$ cat config.mk
export PLATFORM = sky130hd
export DESIGN_NAME = jtframe_z80_romfetch
export DESIGN_NICKNAME = d
export VERILOG_FILES = /design/src/rtl/jtframe_z80_romfetch.sv
export SDC_FILE = /design/constraint.sdc
export NUM_CORES = 1
export LEC_CHECK = 0
export ABC_AREA = 1
export CAP_MARGIN = 30
export CORE_MARGIN = 1
export CORE_UTILIZATION = 52
export CTS_CLUSTER_DIAMETER = 80
export CTS_CLUSTER_SIZE = 8
export DETAILED_ROUTE_END_ITERATION = 12
export GPL_ROUTABILITY_DRIVEN = 0
export PLACE_DENSITY = 0.94
export SYNTH_ARGS = -nofsm -noshare
export SYNTH_HDL_FRONTEND = slang
export SYNTH_SLANG_ARGS = --single-unit
$ cat constraint.sdc
create_clock -name clk -period 3.6 [get_ports clk]
set_input_delay 0.72 -clock clk [delete_from_list [all_inputs] [get_ports clk]]
set_output_delay 0.72 -clock clk [all_outputs]
set_load 0.01 [all_outputs]
$ cat src/rtl/jtframe_z80_romfetch.sv
// Z80 ROM fetch bridge: serves CPU byte reads from a held 16-bit SDRAM word
// and fetches a new word over a req/ack/dok handshake on a miss.
//
// SDRAM handshake: sdram_req is a level held high only in REQ with
// sdram_addr stable; the controller answers with a one-cycle sdram_ack
// (request taken) and later a one-cycle sdram_dok (sdram_data valid).
// An ack and a dok in the same REQ cycle count as ack followed by dok.
// At most one transaction is ever outstanding.
//
// Build option: define JTFRAME_Z80_ROMCACHE_EN to keep the held word valid
// across cpu_cs gaps (one-word cache). Without it the word is invalidated
// whenever cpu_cs is low, so each CPU access costs one SDRAM read.
module jtframe_z80_romfetch #(
  parameter int AW = 16
) (
  input  logic          rst_n,
  input  logic          clk,
  input  logic [AW-1:0] cpu_addr,
  input  logic          cpu_cs,
  output logic          cpu_ok,
  output logic [7:0]    cpu_dout,
  input  logic          clr,
  output logic [AW-2:0] sdram_addr,
  output logic          sdram_req,
  input  logic          sdram_ack,
  input  logic          sdram_dok,
  input  logic [15:0]   sdram_data,
  output logic [1:0]    state_dbg
);

  typedef enum logic [1:0] {
    IDLE = 2'd0,
    REQ  = 2'd1,
    WAIT = 2'd2
  } state_t;

  state_t        state;
  state_t        state_nxt;
  logic [15:0]   data_l;
  logic [AW-2:0] tag_l;
  logic          valid;
  logic          hit;
  logic          start;
  logic          fill;
  logic          keep;

  assign hit       = valid && (tag_l == cpu_addr[AW-1:1]);
  assign cpu_ok    = cpu_cs && hit && !clr;
  assign cpu_dout  = cpu_addr[0] ? data_l[15:8] : data_l[7:0];
  assign state_dbg = state;

`ifdef JTFRAME_Z80_ROMCACHE_EN
  assign keep = 1'b1;
`else
  assign keep = cpu_cs;
`endif

  // State register; reset abandons any transaction in flight.
  always_ff @(posedge clk or negedge rst_n) begin
    if (!rst_n) state <= IDLE;
    else        state <= state_nxt;
  end

  // Next state, request level and the start/fill strobes for the datapath.
  always_comb begin
    state_nxt = state;
    sdram_req = 1'b0;
    start     = 1'b0;
    fill      = 1'b0;
    case (state)
      IDLE: begin
        if (cpu_cs && !hit && !clr) begin
          start     = 1'b1;
          state_nxt = REQ;
        end
      end
      REQ: begin
        sdram_req = 1'b1;
        if (sdram_ack) begin
          if (sdram_dok) begin
            fill      = 1'b1;
            state_nxt = IDLE;
          end else begin
            state_nxt = WAIT;
          end
        end
      end
      WAIT: begin
        if (sdram_dok) begin
          fill      = 1'b1;
          state_nxt = IDLE;
        end
      end
      default: state_nxt = IDLE;
    endcase
  end

  // Word address latch, held word fill, and the valid flag (clear wins over fill).
  always_ff @(posedge clk or negedge rst_n) begin
    if (!rst_n) begin
      sdram_addr <= '0;
      data_l     <= '0;
      tag_l      <= '0;
      valid      <= 1'b0;
    end else begin
      if (start) sdram_addr <= cpu_addr[AW-1:1];
      if (fill) begin
        data_l <= sdram_data;
        tag_l  <= sdram_addr;
      end
      if (clr || !keep) valid <= 1'b0;
      else if (fill)    valid <= 1'b1;
    end
  end

endmodule

==> metrics.yaml <==
clockBufferDepth: 2
totalWireLength_um: 4856
synthMuxAreaShare_pct: 3.754
crit_type: "in -> out"
regToRegEndpoint: "tag_l[8]"
rsz0062_at_grt: "no"
synthAdderAreaFrac_pct: 1.564
grt_pass1_wl_um: 8342
synthTopCellsByCount: "nand2_1 (90), inv_1 (58), dfrtp_1 (49)"
grt_max_degree: 40
synth-seq-cells: 49
cts_resized: 0
worst_slack_ns: 0.4123
syn_area_per_cell_um2: 8.107
ant_nets: 0
ys_warn_count: 0
io_buffer_count: 64
power.density_nw_per_um2: 698.1
netlist_area_um2: 2400
syn_nets: 337
finClkSkew_ns: 0.006613
syn_inst: 296
post-route-util_pct: 72.17
synth-xor-area-share_pct: 0
synth-main-ff-cell: "dfrtp_1"
arrival_ns: 2.47
cts_hold_buffers: 0
viasPerCell: 4.809
vias: 1986
die_h_um: 69.94
fp.dieW_um: 69.94
postCtsSetupBuffers: 0
timing.fmax_mhz: 313.7
path_cells: "clkdlybuf4s50_1, inv_1, nand2_1, nand2_1, nor2_1, nand2_1, nor2_1, nand2_1, nor2_1, clkdlybuf4s50_1"
cp.required_ns: 2.88
drtIter0Drc: 134
synth-seq-area-share_pct: 51.09
synth-compound-area-share_pct: 12.62
cp-start-kind: "primary input"
finalSetupViolCount: 0
endpoint: "cpu_ok"
slowest_delay_ns: 0.57
dieArea_um2: 4891
yosysTopAreaCellShare_pct: 51.09
placed_cells: 406
drc: 0
dp_slack_ns: 0.4803
overflow: 0
startpoint: "cpu_addr[9]"
synth.distinct_cells: 18
period_needed_ns: 3.188
drtPass1Iterations: 5
layout.cells.non_filler: 413
clk_latency_ns: 0.30
hpwlAfterDp_um: 3616
nets: 402
rows: 24
cp_max_fo: 3
stdcell_area_um2: 3164
holdWs_ns: 0.2871
synth-async-reset-ratio_pct: 100.0
cp_num_buf_inv: 3
clkTransAtPathRegs_ns: 0.08
synth-edff-count: 0
root_buffer: "clkbuf_8"
power_mw: 2.209
critPathSlowestCell: "clkdlybuf4s50_1"
diodes: 0
layout-drive-gt1-share_pct: 9.972
grt_pass1_vias: 1950
fillers: 347
synth_most_common_cell: "nand2_1"
rrSetupSlack_ns: 1.63
maxCapViolations: 0
rr_startpoint: "state_dbg[1]"
min_path_type: "in -> async"
final_hold_viol_count: 0
cts_tree: "done"
layout-area-overhead-vs-synth_pct: 31.86
status: "finished, final reports clean"
crit_family: "buffers and inverters"
synth_area_leaders: "dfrtp_1 (51%), nand2_1 (14%), inv_1 (9.1%)"
path_common_cell: "nand2_1"
leakage_nw: 1.570
antenna_found_initial: 0
htree_num_levels: 2
placed_area_um2: 3078
boundaryPins: 65
end_kind: "primary output"
yosys.area_share.simple_pct: 19.50
finalSetupTns_ns: 0
maxSlewViolCount: 0
fin_crit_sh_pct: 88.55
tightestPinTransition_ns: 0.5214
synth_top_family_by_area: "simple AND/OR/NAND/NOR gates"
peakVddDrop_v: 0.0004249
start_util_pct: 54.74
yosys.area.top_type: "dfrtp_1"
coreArea_um2: 4384
reg2reg_depth: 8
clkSinkCount: 49
grtUsageTotal_pct: 21.53
maxSlewHeadroom_pct: 65.20
cts_made_buffers: 5
wl_per_cell_um: 11.76
crit_cells: 10
## report_power, final
group	internal [mW]	switching, mW	leakage, nW	total (mW)
clock	0.153	0.176	0.0443	0.329
sequential	0.786	0.130	0.603	0.916
combinational	0.489	0.476	0.922	0.965
## layer usage
layer | GRT usage (%) | vias to the layer above | wire [um]
li1 | - | 1019 | -
met1 | 26.97 | 895 | 2117
met2 | 34.19 | 64 | 2273
met3 | 7.792 | 8 | 394
met4 | 8.222 | 0 | 70
met5 | 0 | - | 0
## layout make-up
| cell class | count | area, um^2 | area share, % |
|---|---|---|---|
| Clock buffer | 7 | 86.33 | 2.728 |
| Inverter | 58 | 217.7 | 6.880 |
| Tap cell | 52 | 65.06 | 2.056 |
| Multi-Input combinational cell | 180 | 898.4 | 28.39 |
| Sequential cell | 49 | 1226 | 38.75 |
| Timing Repair Buffer | 67 | 670.6 | 21.19 |
## flip-flops by register name, summed over array words and instances (netlist names)
name / flops
data_l: 16
sdram_addr: 15
tag_l: 15
state_dbg: 2
valid: 1
## worst min-delay path by stage
stage	start	end	depth (start not counted)
after CTS	rst_n	data_l[8]	1
after detailed placement	tag_l[7]	tag_l[7]	2
after floorplan	rst_n	data_l[0]	0
after global routing	rst_n	data_l[8]	1
final	rst_n	data_l[8]	1
after global placement	tag_l[7]	tag_l[7]	2
## cell usage in the layout (no fill, tap or decap), types with 2 or more instances in the layout
master and instances:
mux2_2 8, inv_1 58, a21oi_1 9, o21ai_2 15
buf_4 2, dfrtp_1 49, clkdlybuf4s50_1 63, nor2_1 26
ha_1 3, clkbuf_8 6, o21ai_0 23, nand2_1 90
## cells by family after synthesis
family	Yosys count
mux	8
flops	49
buf+inv	67
fa+ha+maj	3
simple gates	120
compound gates	49
Power figures use the tool's default switching activity.
